--- config.mk ---
export PLATFORM = sky130hd
export DESIGN_NAME = pe_inject_arbiter
export DESIGN_NICKNAME = d
export VERILOG_FILES = /design/src/rtl/pe_inject_arbiter.sv
export SDC_FILE = /design/constraint.sdc
export NUM_CORES = 1
export LEC_CHECK = 0
export BUFFER_PORTS_ARGS = -buffer_cell sky130_fd_sc_hd__buf_2
export CORE_AREA = 2 2 143 145
export DETAILED_ROUTE_END_ITERATION = 8
export DIE_AREA = 0 0 145 147
export HOLD_SLACK_MARGIN = 0.03
export PLACE_DENSITY_LB_ADDON = 0.1
export SLEW_MARGIN = 20
export SYNTH_ARGS = -nofsm -noshare
export SYNTH_HDL_FRONTEND = slang
export SYNTH_SLANG_ARGS = --single-unit
--- constraint.sdc ---
create_clock -name clk -period 8.6 [get_ports clk]
set_clock_uncertainty 0.2 [all_clocks]
set_input_delay 1.72 -clock clk [delete_from_list [all_inputs] [get_ports clk]]
set_output_delay 1.72 -clock clk [all_outputs]
set_load 0.01 [all_outputs]
--- src/rtl/pe_inject_arbiter.sv ---
// pe_inject_arbiter: shares one PE flit injection port among NUM_REQ sources.
// A round-robin grant is issued only when the target VC has a downstream credit.
// A head flit without tail locks the port to its requester until the tail (wormhole).
// The block also keeps the per-VC credit counters fed by credit_in.
module pe_inject_arbiter #(
    parameter int unsigned NUM_REQ         = 4,
    parameter int unsigned NUM_VCS         = 2,
    parameter int unsigned DEST_BITS       = 4,
    parameter int unsigned FLIT_DATA_WIDTH = 64,
    parameter int unsigned BUF_DEPTH       = 4,
    localparam int unsigned VC_BITS = (NUM_VCS > 1) ? $clog2(NUM_VCS) : 1,
    localparam int unsigned FLIT_W  = 2 + DEST_BITS + VC_BITS + FLIT_DATA_WIDTH
) (
    input  logic                                 clk,
    input  logic                                 rst,
    input  logic                                 en,
    input  logic [NUM_REQ-1:0]                   req_valid,
    input  logic [NUM_REQ-1:0]                   req_tail,
    input  logic [NUM_REQ*DEST_BITS-1:0]         req_dest,
    input  logic [NUM_REQ*VC_BITS-1:0]           req_vc,
    input  logic [NUM_REQ*FLIT_DATA_WIDTH-1:0]   req_data,
    output logic [NUM_REQ-1:0]                   req_ready,
    output logic [FLIT_W-1:0]                    flit_out,
    output logic                                 sendFlit,
    input  logic [VC_BITS:0]                     credit_in,
    output logic                                 locked,
    output logic                                 credit_err
);

    localparam int unsigned CNT_W = $clog2(BUF_DEPTH + 1);
    localparam int unsigned ID_W  = (NUM_REQ > 1) ? $clog2(NUM_REQ) : 1;

    typedef enum logic {StIdle, StLocked} state_e;

    state_e                 state_q;
    logic [ID_W-1:0]        ptr_q;
    logic [ID_W-1:0]        lock_id_q;
    logic [VC_BITS-1:0]     lock_vc_q;
    logic [CNT_W-1:0]       cnt_q [NUM_VCS];

    logic                       accept;
    logic [ID_W-1:0]            grant_id;
    logic [ID_W:0]              sum;
    logic [ID_W-1:0]            idx;
    logic [VC_BITS-1:0]         cand_vc;
    logic                       acc_tail;
    logic [DEST_BITS-1:0]       acc_dest;
    logic [VC_BITS-1:0]         acc_vc;
    logic [FLIT_DATA_WIDTH-1:0] acc_data;
    logic [ID_W-1:0]            next_ptr;
    logic [NUM_VCS-1:0]         inc_vec;
    logic [NUM_VCS-1:0]         dec_vec;

    assign locked = (state_q == StLocked);

    // Grant selection: lock holder only when locked, else round-robin from ptr_q.
    always_comb begin
        req_ready = '0;
        accept    = 1'b0;
        grant_id  = '0;
        sum       = '0;
        idx       = '0;
        cand_vc   = '0;
        if (!rst && en) begin
            if (state_q == StLocked) begin
                if (req_valid[lock_id_q] && (cnt_q[lock_vc_q] != '0)) begin
                    accept   = 1'b1;
                    grant_id = lock_id_q;
                end
            end else begin
                for (int unsigned off = 0; off < NUM_REQ; off++) begin
                    sum = {1'b0, ptr_q} + (ID_W+1)'(off);
                    if (sum >= (ID_W+1)'(NUM_REQ)) begin
                        sum = sum - (ID_W+1)'(NUM_REQ);
                    end
                    idx     = sum[ID_W-1:0];
                    cand_vc = req_vc[idx*VC_BITS +: VC_BITS];
                    if (!accept && req_valid[idx] && (cnt_q[cand_vc] != '0)) begin
                        accept   = 1'b1;
                        grant_id = idx;
                    end
                end
            end
        end
        if (accept) begin
            req_ready[grant_id] = 1'b1;
        end
    end

    // Fields of the accepted flit; body flits reuse the VC captured at the head.
    assign acc_tail = req_tail[grant_id];
    assign acc_dest = req_dest[grant_id*DEST_BITS +: DEST_BITS];
    assign acc_data = req_data[grant_id*FLIT_DATA_WIDTH +: FLIT_DATA_WIDTH];
    assign acc_vc   = (state_q == StLocked) ? lock_vc_q : req_vc[grant_id*VC_BITS +: VC_BITS];
    assign next_ptr = (grant_id == ID_W'(NUM_REQ - 1)) ? '0 : grant_id + 1'b1;

    // Per-VC consume/return strobes for the counter update.
    always_comb begin
        inc_vec = '0;
        dec_vec = '0;
        for (int unsigned v = 0; v < NUM_VCS; v++) begin
            inc_vec[v] = credit_in[VC_BITS] && (credit_in[VC_BITS-1:0] == VC_BITS'(v));
            dec_vec[v] = accept && (acc_vc == VC_BITS'(v));
        end
    end

    // Wormhole FSM plus registered flit output stage.
    always_ff @(posedge clk) begin
        if (rst) begin
            state_q   <= StIdle;
            ptr_q     <= '0;
            lock_id_q <= '0;
            lock_vc_q <= '0;
            flit_out  <= '0;
            sendFlit  <= 1'b0;
        end else begin
            sendFlit <= accept;
            flit_out <= accept ? {1'b1, acc_tail, acc_dest, acc_vc, acc_data} : '0;
            unique case (state_q)
                StIdle: begin
                    if (accept) begin
                        ptr_q <= next_ptr;
                        if (!acc_tail) begin
                            state_q   <= StLocked;
                            lock_id_q <= grant_id;
                            lock_vc_q <= acc_vc;
                        end
                    end
                end
                StLocked: begin
                    // ptr_q already points past the lock holder from the head grant.
                    if (accept && acc_tail) begin
                        state_q <= StIdle;
                    end
                end
                default: state_q <= StIdle;
            endcase
        end
    end

    // Credit counters; a return into a full counter is dropped and flagged sticky.
    always_ff @(posedge clk) begin
        if (rst) begin
            for (int unsigned v = 0; v < NUM_VCS; v++) begin
                cnt_q[v] <= CNT_W'(BUF_DEPTH);
            end
            credit_err <= 1'b0;
        end else begin
            for (int unsigned v = 0; v < NUM_VCS; v++) begin
                if (inc_vec[v] && !dec_vec[v]) begin
                    if (cnt_q[v] == CNT_W'(BUF_DEPTH)) begin
                        credit_err <= 1'b1;
                    end else begin
                        cnt_q[v] <= cnt_q[v] + 1'b1;
                    end
                end else if (dec_vec[v] && !inc_vec[v]) begin
                    cnt_q[v] <= cnt_q[v] - 1'b1;
                end
            end
        end
    end

endmodule
# Yosys cells after proc, flatten, opt, wreduce, memory -nomap -nowiden
# Memories as Yosys holds them, arrays and structs flattened. A register that Yosys moved wholly into a read port is not among the register bits.
# Cells that the tools add are included.
[word_totals] regBits=79 mem_bits_rw=6 inputBits=289 out_inout_bits=78 word_cells=168 n_memories=1
[op_classes] addsub=12 n_lt_le_gt_ge=11 eq_ne=3 n_shift=7 n_mux=82 n_bitwise=9 reduce_logical=35
[memory_table] memory="cnt_q" depth=2 word_bits=3 read_ports=7 rd_clocked_by_memory_dff=1 wr=2 line="39" source="logic [CNT_W-1:0] cnt_q [NUM_VCS];"
[ops] cell="256-bit by 9-bit indexed part select with 64-bit output" count=1
[ops] cell="71-bit two-way mux" count=1
[ops] cell="1-bit two-way mux" count=48
[ops] cell="2-bit two-way mux" count=20
[ops] cell="4-bit by 3-bit indexed part select with 1-bit output" count=5
[ops] cell="1-bit logical AND" count=19
[ops] cell="2-bit by 3-bit < comparator with 1-bit output, second input constant" count=6
[ops] cell="16-bit by 5-bit indexed part select with 4-bit output" count=1
[ops] cell="3-bit nonzero test" count=5
[ops] cell="1-bit binary-select mux with 2-bit select" count=6
[ops] cell="3-bit two-way mux" count=4
[ops] cell="3-bit greater-or-equal comparator, second input constant" count=3
[ops] cell="1-bit zero test" count=8
[ops] cell="2-bit by 1-bit subtractor with 2-bit output, second input constant" count=4
[ops] cell="2-bit by 2-bit adder with 3-bit output, second input constant" count=2
[ops] cell="3-bit by 1-bit adder with 3-bit output, second input constant" count=2
[ops] cell="3-bit == test, second input constant" count=2
[ops] cell="3-bit by 1-bit subtractor with 3-bit output, second input constant" count=2
[ops] cell="1-bit NOT" count=5
[ops] cell="4-bit two-way mux" count=1
[ops] cell="1-bit bitwise OR" count=4
[ops] cell="2-bit by 1-bit adder with 3-bit output, second input constant" count=1
[ops] cell="2-bit by 3-bit greater-or-equal comparator with 1-bit output, second input constant" count=1
[ops] cell="3-bit AND reduction" count=1
[ops] cell="7 further kinds" count=7

# Logic depth before layout (Yosys ltp)
# Gate-level depths: netlist of run 1.
# An unclocked memory read counts as a cell.
[logic_depth] word_depth=40 ltp_mapped=14 depth_no_buf=12

# Worst setup path after synthesis of run 1
# No wires, ideal clock.
[synth_timing] path_kind="input-to-output" startpoint="input port req_vc[0]" endpoint="output port req_ready[2]" arrival_ns=3.987 required_ns=6.680 setup_slack_ns=2.693 cell_stages=11 path_buffers=2 path_cell_list="mux4_2 > mux2_2 > o211ai_2 > o211a_1 > nor3_1 > o21ai_2 > buf_6 > clkbuf_1 > inv_1 > ha_1 > and2_1"
[synth_between] elab_chain_cells=30 word_cells_on_any_way=43 cone_classes="order compare (2); shift (4); mux (21); reduce/logical (15); memory (1)"
[synth_rtl] element="from (decl)" line="20" source="input logic [NUM_REQ*VC_BITS-1:0] req_vc,"
[synth_rtl] element="4-bit by 3-bit indexed part select with 1-bit output" line="77" source="cand_vc = req_vc[idx*VC_BITS +: VC_BITS];"
[synth_rtl] element="memory 2 x 3 bit *"
[synth_rtl] element="3-bit nonzero test" line="78" source="if (!accept && req_valid[idx] && (cnt_q[cand_vc] != '0)) begin"
[synth_rtl] element="1-bit logical AND" line="78"
[synth_rtl] element="1-bit two-way mux" line="78"
[synth_rtl] element="1-bit two-way mux" line="65" source="if (state_q == StLocked) begin"
[synth_rtl] element="1-bit two-way mux" line="64" source="if (!rst && en) begin"
[synth_rtl] element="1-bit zero test" line="78"
[synth_rtl] element="[... 15 more ...]"
[synth_rtl] element="2-bit two-way mux *" line="65"
[synth_rtl] element="2-bit two-way mux *" line="64"
[synth_rtl] element="via grant_id[1]" line="42" source="logic [ID_W-1:0] grant_id;"
[synth_rtl] element="2-bit by 3-bit < comparator with 1-bit output (not written as such) or 2-bit by 1-bit greater-or-equal comparator with 1-bit output (tied branches)" line="86" source="req_ready[grant_id] = 1'b1;"
[synth_rtl] element="1-bit logical AND (not written as such)" line="86"
[synth_rtl] element="1-bit two-way mux (not written as such)" line="86"
[synth_rtl] element="1-bit demux with 2-bit select *" line="86"
[synth_rtl] element="4-bit two-way mux *" line="85" source="if (accept) begin"
[synth_rtl] element="to (decl)" line="22" source="output logic [NUM_REQ-1:0] req_ready,"
# The timed path passes the listed nets; every way through them passes the cells marked *. The select of a mux whose other input is x is not followed.

# Worst setup path in the final report of run 1
[layout_timing] startpoint="input port req_vc[0]" endpoint="output port req_ready[3]"
# The elaborated chain is that of the path after synthesis.

==> results of run 1 <==
-- worst min path at each step --
stage,endpoint,slack (ps)
2_1_floorplan,register,260
6_report,credit_err,250
5_1_grt,credit_err,270
4_1_cts,credit_err,250
3_5_place_dp,credit_err,240
3_3_place_gp,credit_err,230
-- kinds of logic after synthesis --
logic type / Yosys count
AND/OR/NAND/NOR: 141
multiplexers: 84
flip-flops: 85
XOR/XNOR: 2
buffers and inverters: 44
adder cells (fa/ha/maj): 8
AO/OA/AOI/OAI: 51
-- layout make-up --
cell class              instances  area share
multi-input cells             286       0.423
clock inverters                 4     0.00669
well taps                     270      0.0452
repair buffers                370       0.249
flip-flops and latches         85       0.235
diodes                          4     0.00134
inverters                      14     0.00702
clock buffers                  10      0.0319
-- report_power, final --
part	switching (mW)	total, mW	internal (mW)
Combinational	0.152	0.333	0.181
Sequential	0.0180	0.448	0.430
Clock	0.156	0.385	0.229
Total	0.327	1.17	0.840
-- cells in the final DEF (no fill, tap or decap), drive strengths merged, types with 5 or more instances in the layout --
cell type and n:
a21oi 12, and2 75, buf 370, clkbuf 10, dfxtp 79, edfxtp 6, ha 7, inv 14
mux2i 10, mux4 73, nand2 11, nand2b 5, nor2 17, nor3 5, o211ai 5, o21ai 8
-- critical path, delay by kind of cell --
kind | cells | cell delay [ps]
compound gates | 3 | 1670
fa+ha+maj | 1 | 220
buf+inv | 3 | 450
mux | 1 | 140
simple gates | 3 | 460
-- metal layers --
metal | up-vias | GRT usage | part of all wire
met4 | 6 | 0.0535 | 0.015
met1 | 2400 | 0.221 | 0.38
met2 | 211 | 0.342 | 0.52
li1 | 2289 | - | -
met5 | - | 0 | 0.0017
met3 | 23 | 0.0736 | 0.086
-- sequential cells by signal, summed over array words and instances, names as in the netlist, named ones only --
signal,count
flit_out,71
cnt_q,6
lock_id_q,2
ptr_q,2
credit_err,1
lock_vc_q,1
-- through the flow --
stage	total power, mW	util	cells	hold slack, ps
2_1_floorplan	0.658	-	415	262
3_3_place_gp	0.792	0.362	1025	234
3_5_place_dp	0.794	0.362	1025	242
4_1_cts	1.19	0.376	1039	251
5_1_grt	1.23	0.377	1041	273
6_report	1.17	0.377	1043	248
==> summary.md, run 1 <==
| Metric | Value |
|---|---|
| Status | `finished, final reports clean` |
| Post-CTS sizing | `0` |
| Std-Cell Rows | `52` |
| Synth Area in Simple Gates | `0.165` |
| Pin count of the biggest net entering global routing | `52` |
| Yosys top cell area share | `0.322` |
| RSZ-0062 raised after global routing | `no` |
| Max Cap Viol | `0` |
| Final hold violation count | `0` |
| Input/output buffers | `366` |
| Worst path arrival time | `4680 ps` |
| Number of synthesized flops with an enable pin | `6` |
| Hpwl dp | `17500 microns` |
| Worst skew pair latency | `330 ps` |
| Post-route cell area | `0.00748 sq mm` |
| Fillcell total | `2041` |
| Leading area contributor after synthesis | `mux4_2` |
| Worst flop-to-flop path startpoint | `ptr_q[0]` |
| Slowest cell on crit path | `a2111oi_4` |
| Clk pin slew, worst setup/hold paths | `50 ps` |
| Area Overhead vs Synth | `46.3%` |
| Dpl ws | `1970 ps` |
| Critical Path Most Common Cell | `buf_2` |
| Drt drc | `0` |
| Worst setup path end | `req_ready[3]` |
| Synth Warn # | `0` |
| Share of post-route cells with drive strength above 1 | `0.614` |
| Post-route ant nets | `0` |
| CTS H-Tree Depth | `3` |
| Min Tclk post-route | `6600 ps` |
| Leakage | `3.58 nW` |
| Cell area after synthesis | `0.00511 sq mm` |
| Final WL | `21100 microns` |
| Post-synthesis sequential area ratio | `0.345` |
| Post-CTS setup buffer count | `0` |
| Post-Route Setup TNS | `0 ps` |
| CP Data Required Time | `6680 ps` |
| Mux cell area share after synthesis | `0.345` |
| CP startpoint kind | `input pin` |
| Final Setup Violations | `0` |
| Syn Inst Count | `415` |
| Relative slew margins | `0.381` |
| Global Route Usage Sum | `0.194` |
| CP cell instances | `buf_2, mux2i_1, and2_4, a2111oi_4, o2111a_1, nor3_1, o21ai_4, inv_1, ha_1, and2_1, buf_2` |
| Area share of fa/ha/maj cells after synthesis | `0.0210` |
| Hold Crit Depth | `2` |
| Reg2Reg Capture Point | `cnt_q[0][2]` |
| Final Max Slew Viols | `0` |
| Area of the multi-input gates | `0.00317 sq mm` |
| Final Cycle Share | `0.767` |
| Compound-gate portion of the synthesized area | `0.0778` |
| Via Count | `4929` |
| Starting density of the core | `0.258` |
| DIE AREA | `0.0213 sq mm` |
| Layout Nets | `1063` |
| Final WS setup | `2000 ps` |
| Core area | `0.0198 sq mm` |
| Largest family of logic cells by synthesized area | `multiplexers` |
| Pwr Density | `156 mW/mm^2` |
| Initial antenna violation count | `8` |
| Die X | `145 microns` |
| Min-delay src | `credit_err` |
| Post-synth top cells | `dfxtp_1, and2_1, mux4_2, nor2_1, clkbuf_1` |
| Deepest clock path buffer count | `2` |
| Register area | `0.00176 sq mm` |
| Synth area leaders | `mux4_2, dfxtp_1, and2_1` |
| IO Count | `367` |
| Top FF cell, synth | `dfxtp_1` |
| Die Span Y | `147 microns` |
| Worst reg-to-reg path cell count | `13` |
| First-pass GRT wire length | `31400 microns` |
| Xor/xnor share of the synthesized area | `0.00343` |
| Worst hold path class | `register to register` |
| Vias/cell | `4.73` |
| First-pass DRT Iterations | `4` |
| WL per Instance | `20.2 microns` |
| Syn_area_per_cell | `12.3 sq um` |
| 1st-iter DRT viols | `191` |
| CTS tree | `done` |
| Crit-path max cell delay | `680 ps` |
| Vias in the first global route | `5273` |
| Post-CTS Hold Buffers | `0` |
| RePlAce Congestion | `0.967` |
| Root Driver | `clkbuf_16` |
| Slew @ Worst Pin | `929 ps` |
| Syn nets | `712` |
| Crit path max fanout | `25` |
| Netlist cell types | `59` |
| R2r setup slk | `2800 ps` |
| # clock sinks | `85` |
| Async SR Flop Fraction | `0` |
| CP endpoint kind | `output pin` |
| Crit path kind | `input pin to output pin` |
| Synth Register Bits | `85` |
| Most common cell in the synthesized netlist | `dfxtp_1` |
| Highest Clock Rate | `152 MHz` |
| Num CTS Buffers | `9` |
| Placed cell areas | `0.00718 sq mm` |
| Crit path from | `req_vc[0]` |
| Global route overflow | `0` |
| Worst vdd ir | `0.0844 mV` |
(Power assumes the default switching activity.)
==> run 2: changes to the inputs <==
==> constraint.sdc (replaced) <==
create_clock -name clk -period 6.9 [get_ports clk]
set_clock_uncertainty 0.2 [all_clocks]
set_input_delay 1.38 -clock clk [delete_from_list [all_inputs] [get_ports clk]]
set_output_delay 1.38 -clock clk [all_outputs]
set_load 0.01 [all_outputs]
==> summary.md, run 2 (synthesis gave the netlist of run 1 again) <==
| Metric | Value |
|---|---|
| Share of post-route cells with drive strength above 1 | `0.614 (+0.000705)` |
| Slowest cell on crit path | `a2111oi_4` |
| Final hold violation count | `0 (unchanged)` |
| Most common cell after layout, fill and taps aside | `buf_2` |
| Area Overhead vs Synth | `47.8%` |
| Cell total after placement | `1027 (+0.20%)` |
| Drt drc | `0 (unchanged)` |
| CP endpoint kind | `output pin` |
| Crit path kind | `input pin to output pin` |
| Pwr Density | `199 mW/mm^2 (+28%)` |
| Worst path depth | `11 (unchanged)` |
| Slew @ Worst Pin | `855 ps (-73.4 ps)` |
| Die Span Y | `147 microns (unchanged)` |
| Crit-path max cell delay | `630 ps (-50 ps)` |
| Family with the most delay on the worst path | `compound AO/OA/AOI/OAI gates` |
| Worst path arrival time | `3820 ps (-860 ps)` |
| Starting density of the core | `0.258 (unchanged)` |
| CP bufs+invs | `3 (unchanged)` |
| 1st-iter DRT viols | `184 (-3.7%)` |
| CTS tree | `done` |
| Final WL | `21200 microns (+0.57%)` |
| R2r setup slk | `1880 ps (-920 ps)` |
| Initial antenna violation count | `11 (+3)` |
| DIE AREA | `0.0213 sq mm (unchanged)` |
| Final Setup Violations | `0 (unchanged)` |
| Layout Nets | `1066 (+0.28%)` |
| Global route overflow | `0 (unchanged)` |
| Post-route ant nets | `0 (unchanged)` |
| Crit path from | `req_vc[1]` |
| # clock sinks | `85 (unchanged)` |
| Crit path max fanout | `9 (-64%)` |
| Root Driver | `clkbuf_16` |
| Leakage | `3.62 nW (+1.2%)` |
| Post-CTS setup buffer count | `0 (unchanged)` |
| Filler-free cell count of the finished design | `1051 (+0.77%)` |
| Status | `finished, final reports clean` |
| RePlAce Congestion | `0.953 (-1.5%)` |
| Post-CTS sizing | `0 (unchanged)` |
| Biggest regs | `flit_out (71), cnt_q (6)` |
| Final Cycle Share | `0.782` |
| Input/output buffers | `366 (unchanged)` |
| Critical Path Most Common Cell | `buf_2` |
| Global Route Usage Sum | `0.197 (+0.00274)` |
| Worst hold path class | `register to register` |
| Max Cap Viol | `0 (unchanged)` |
| Largest reg by FF count | `flit_out` |
| Relative slew margins | `0.429 (+0.0481)` |
| Min Tclk post-route | `5400 ps` |
| CP cell instances | `buf_2, mux2i_1, and2_4, a2111oi_4, o2111a_1, nor3_1, o21ai_4, inv_1, ha_1, and2_1, buf_2` |
| RSZ-0062 raised after global routing | `no` |
| WL per Instance | `20.2 microns (-0.19%)` |
| Worst setup path end | `req_ready[3]` |
| First-pass GRT wire length | `31700 microns (+0.95%)` |
| Worst vdd ir | `0.118 mV (+40%)` |
| Hpwl dp | `17700 microns (+1.3%)` |
| Max FFs per register | `71 (unchanged)` |
| Final Max Slew Viols | `0 (unchanged)` |
| Clk pin slew, worst setup/hold paths | `60 ps (about the same)` |
| Pin count of the biggest net entering global routing | `43 (-17%)` |
| Worst flop-to-flop path startpoint | `ptr_q[0]` |
| Reg2Reg Capture Point | `flit_out[7]` |
| CP startpoint kind | `input pin` |
| CTS H-Tree Depth | `3 (unchanged)` |
| IO Count | `367 (unchanged)` |
| Worst reg-to-reg path cell count | `10 (-3)` |
| Highest Clock Rate | `185 MHz` |
| Core area | `0.0198 sq mm (unchanged)` |
| Std-Cell Rows | `52 (unchanged)` |
| Die X | `145 microns (unchanged)` |
| Worst skew pair latency | `340 ps (about the same)` |
| Hold Crit Depth | `2 (unchanged)` |
| Num CTS Buffers | `9 (unchanged)` |
| Vias in the first global route | `5197 (-1.4%)` |
| First-pass DRT Iterations | `4 (unchanged)` |
| Post-Route Setup TNS | `0 ps (unchanged)` |
| CP Data Required Time | `5320 ps (-1360 ps)` |
| Post-CTS Hold Buffers | `0 (unchanged)` |
| Via Count | `4921 (-0.16%)` |
| Most frequent cells in the layout | `buf_2, dfxtp_1, and2_1` |
| Deepest clock path buffer count | `2 (unchanged)` |
| Fillcell total | `2044 (+0.15%)` |
| Vias/cell | `4.68 (-0.92%)` |
## run 2: worst reg2reg max path: stages (launching register included)
cell and delay (ps):
dfxtp_1 880, mux4_2 630, mux2i_1 250, nand2_1 200, a21o_1 230, a31o_1 280
o211ai_4 230, buf_4 500, buf_4 730, mux4_2 630, and2_1 170
## run 2: layout make-up
class / instances / area (sq um) / share of cell area
clock buffer: 11 / 243 / 0.0321
timing repair buffer: 373 / 1900 / 0.252
sequential: 85 / 1760 / 0.233
inverter: 14 / 52.6 / 0.00695
tap: 270 / 338 / 0.0447
multi-input combinational: 286 / 3170 / 0.419
clock inverter: 4 / 71.3 / 0.00944
antenna: 8 / 20.0 / 0.00265
## run 2: worst min path at each step
stage                     from  slack [ps]          to
finish              credit_err         250  credit_err
detailed placement  credit_err         250  credit_err
floorplan            lock_vc_q         260    register
CTS                 credit_err         260  credit_err
global route        credit_err         280  credit_err
global placement    credit_err         230  credit_err
## run 2: power breakdown
| group | internal, mW | leakage (nW) | switching [mW] |
|---|---|---|---|
| registers | 0.536 | 0.704 | 0.0226 |
| logic | 0.228 | 2.76 | 0.189 |
| clock network | 0.325 | 0.156 | 0.203 |
## run 2: per-stage QoR
step / hold WS [ps] / setup slack, ps / power (mW) / util / instance area [sq um]
floorplan: 262 / 1670 / 0.820 / - / 5110
global placement: 233 / 944 / 0.986 / 0.363 / 7200
detailed placement: 247 / 887 / 0.991 / 0.363 / 7200
CTS: 257 / 885 / 1.53 / 0.378 / 7510
global route: 284 / 1340 / 1.59 / 0.380 / 7550
finish: 253 / 1500 / 1.50 / 0.381 / 7560
## run 2: metal layers
layer | GRT usage | routed length [microns] | up-vias
met4 | 0.0535 | 271 | 6
met3 | 0.0708 | 1650 | 21
met1 | 0.231 | 8210 | 2395
li1 | - | - | 2304
met2 | 0.343 | 11000 | 195
met5 | 0 | 35 | -
==> run 3: changes to the inputs <==
--- a/config.mk
+++ b/config.mk
@@ -6,9 +6,9 @@
 export NUM_CORES = 1
 export LEC_CHECK = 0
 export BUFFER_PORTS_ARGS = -buffer_cell sky130_fd_sc_hd__buf_2
-export CORE_AREA = 2 2 143 145
+export CORE_AREA = 2 2 142 144
 export DETAILED_ROUTE_END_ITERATION = 8
-export DIE_AREA = 0 0 145 147
+export DIE_AREA = 0 0 144 146
 export HOLD_SLACK_MARGIN = 0.03
 export PLACE_DENSITY_LB_ADDON = 0.1
 export SLEW_MARGIN = 20
==> constraint.sdc (replaced) <==
create_clock -name clk -period 4.8 [get_ports clk]
set_clock_uncertainty 0.2 [all_clocks]
set_input_delay 0.96 -clock clk [delete_from_list [all_inputs] [get_ports clk]]
set_output_delay 0.96 -clock clk [all_outputs]
set_load 0.01 [all_outputs]
==> summary.md, run 3 (synthesis gave the netlist of run 1 again) <==
| Metric | Value |
|---|---|
| Status | `finished, final reports clean` |
| Share of post-route cells with drive strength above 1 | `0.618 (+0.00327)` |
| Relative slew margins | `0.528 (+0.0986)` |
| Net Switching | `0.604 mW (+46%)` |
| Via Count | `4889 (-0.65%)` |
| Std-Cell Rows | `51 (-1.9%)` |
| Worst skew pair latency | `340 ps (about the same)` |
| Global Route Usage Sum | `0.179 (-0.0182)` |
| CP endpoint kind | `output pin` |
| Die Span Y | `146 microns (-0.68%)` |
| Final WL | `19200 microns (-9.3%)` |
| Cell Int Power | `1.46 mW (+34%)` |
| CP cell instances | `buf_2, mux2i_1, and2_4, a2111oi_4, a21oi_1, a31o_1, o211ai_4, inv_2, ha_1, and2_1, buf_2` |
| DIE AREA | `0.0210 sq mm (-1.4%)` |
| Core area | `0.0193 sq mm (-2.6%)` |
| Slew @ Worst Pin | `708 ps (-148 ps)` |
| Initial antenna violation count | `1 (-10)` |
| RePlAce Congestion | `0.890 (-6.5%)` |
| R2r setup slk | `500 ps (-1380 ps)` |
| 1st-iter DRT viols | `265 (+44%)` |
| Biggest regs | `flit_out (71), cnt_q (6)` |
| # clock sinks | `85 (unchanged)` |
| Min Hold Slack | `244 ps (-8.83 ps)` |
| First-pass GRT wire length | `28700 microns (-9.5%)` |
| Final Setup Violations | `0 (unchanged)` |
| Area Overhead vs Synth | `47.0%` |
| Clock network power share | `0.317 (-0.034)` |
| Root Driver | `clkbuf_16` |
| Crit path kind | `input pin to output pin` |
| Post-route ant nets | `0 (unchanged)` |
| Vias/cell | `4.69 (+0.11%)` |
| Worst hold path class | `register to register` |
| CP Data Required Time | `3640 ps (-1680 ps)` |
| CTS tree | `done` |
| Input/output buffers | `366 (unchanged)` |
| First-pass DRT Iterations | `5 (+1)` |
| Hpwl dp | `16200 microns (-8.6%)` |
| Highest Clock Rate | `219 MHz` |
| Switching share of total power | `0.293 (+0.0174)` |
| Post-Route Setup TNS | `0 ps (unchanged)` |
| Num CTS Buffers | `9 (unchanged)` |
| Critical Path Most Common Cell | `buf_2` |
| RSZ-0062 raised after global routing | `no` |
| Global route overflow | `0 (unchanged)` |
| IO Count | `367 (unchanged)` |
| Post-route cell area | `0.00752 sq mm (-0.56%)` |
| Die X | `144 microns (-0.69%)` |
| Crit-path max cell delay | `650 ps (+20 ps)` |
| Combinational Power Share | `0.295 (+0.018)` |
| Placed cell areas | `0.00723 sq mm (+0.50%)` |
| Most frequent cells in the layout | `buf_2, dfxtp_1, and2_1` |
| Starting density of the core | `0.264 (+0.00679)` |
| Deepest clock path buffer count | `2 (unchanged)` |
| Clk pin slew, worst setup/hold paths | `70 ps (about the same)` |
| Largest reg by FF count | `flit_out` |
| Final Cycle Share | `0.953` |
| CP startpoint kind | `input pin` |
| Vias in the first global route | `5219 (+0.42%)` |
| Min Tclk post-route | `4580 ps` |
| Crit path max fanout | `9 (unchanged)` |
| CTS H-Tree Depth | `3 (unchanged)` |
| Sequential power share | `0.388 (+0.017)` |
| Max Cap Viol | `0 (unchanged)` |
| Drt drc | `0 (unchanged)` |
| Pwr Density | `274 mW/mm^2 (+38%)` |
| Pin count of the biggest net entering global routing | `61 (+42%)` |
| WL per Instance | `18.4 microns (-8.6%)` |
| Final Max Slew Viols | `0 (unchanged)` |
| Final hold violation count | `0 (unchanged)` |
| Worst path arrival time | `3420 ps (-400 ps)` |
| Slowest cell on crit path | `a2111oi_4` |
| Worst vdd ir | `0.169 mV (+42%)` |
| Most common cell after layout, fill and taps aside | `buf_2` |
| Leakage | `3.61 nW (-0.31%)` |
| Total Power | `2.06 mW (+37%)` |
| Layout Nets | `1069 (+0.28%)` |
| Max FFs per register | `71 (unchanged)` |
run 3: power by group through the flow:
stage               clock (mW)  combinational [mW]  sequential (mW)
CTS                      0.678               0.618            0.800
floorplan                    0               0.350            0.829
global route             0.707               0.662            0.806
finish                   0.652               0.607            0.800
global placement             0               0.611            0.815
detailed placement           0               0.616            0.815
run 3: metrics by stage:
stage                     setup WS [ps]   util  instances
after floorplan                     413      -        415
after detailed placement            168  0.374       1026
after CTS                           126  0.388       1042
after global placement              221  0.374       1026
final                               225  0.389       1043
after global routing               26.4  0.389       1043
run 3: cell type report:
cell class,count,area (sq um)
multi-input cells,286,3170
clock buffers,10,229
inverters,14,52.6
fillers,1929,11800
repair buffers,376,1920
flip-flops and latches,85,1760
clock inverters,6,46.3
well taps,265,332
diodes,1,2.50
run 3: path summary, 6_finish.rpt:
check                  start           end  cells past startpoint
setup / recovery   req_vc[1]  req_ready[3]                     11
hold / removal    credit_err    credit_err                      2
setup reg to reg    ptr_q[0]   cnt_q[0][2]                     12
hold reg to reg   credit_err    credit_err                      2
run 3: layer usage:
metal	GRT usage	vias to the layer above	routed length, microns
li1	-	2301	-
met1	0.204	2374	7060
met2	0.329	202	10500
met3	0.0546	12	1410
met4	0.0328	0	201
met5	0	-	0
run 3: critical path, delay by kind of cell:
family | cells | cell delay [ps]
AO/OA/AOI/OAI | 4 | 1330
buffers and inverters | 3 | 400
AND/OR/NAND/NOR | 2 | 370
adder cells (fa/ha/maj) | 1 | 220
multiplexers | 1 | 130
run 3: repair_timing:
item | in CTS | in global routing
setup endpoints to repair | 0 | 3
hold buffers | 0 | 0
resized for setup | 0 | 1
hold endpoints to repair | 0 | 0
buffers inserted | 0 | 0
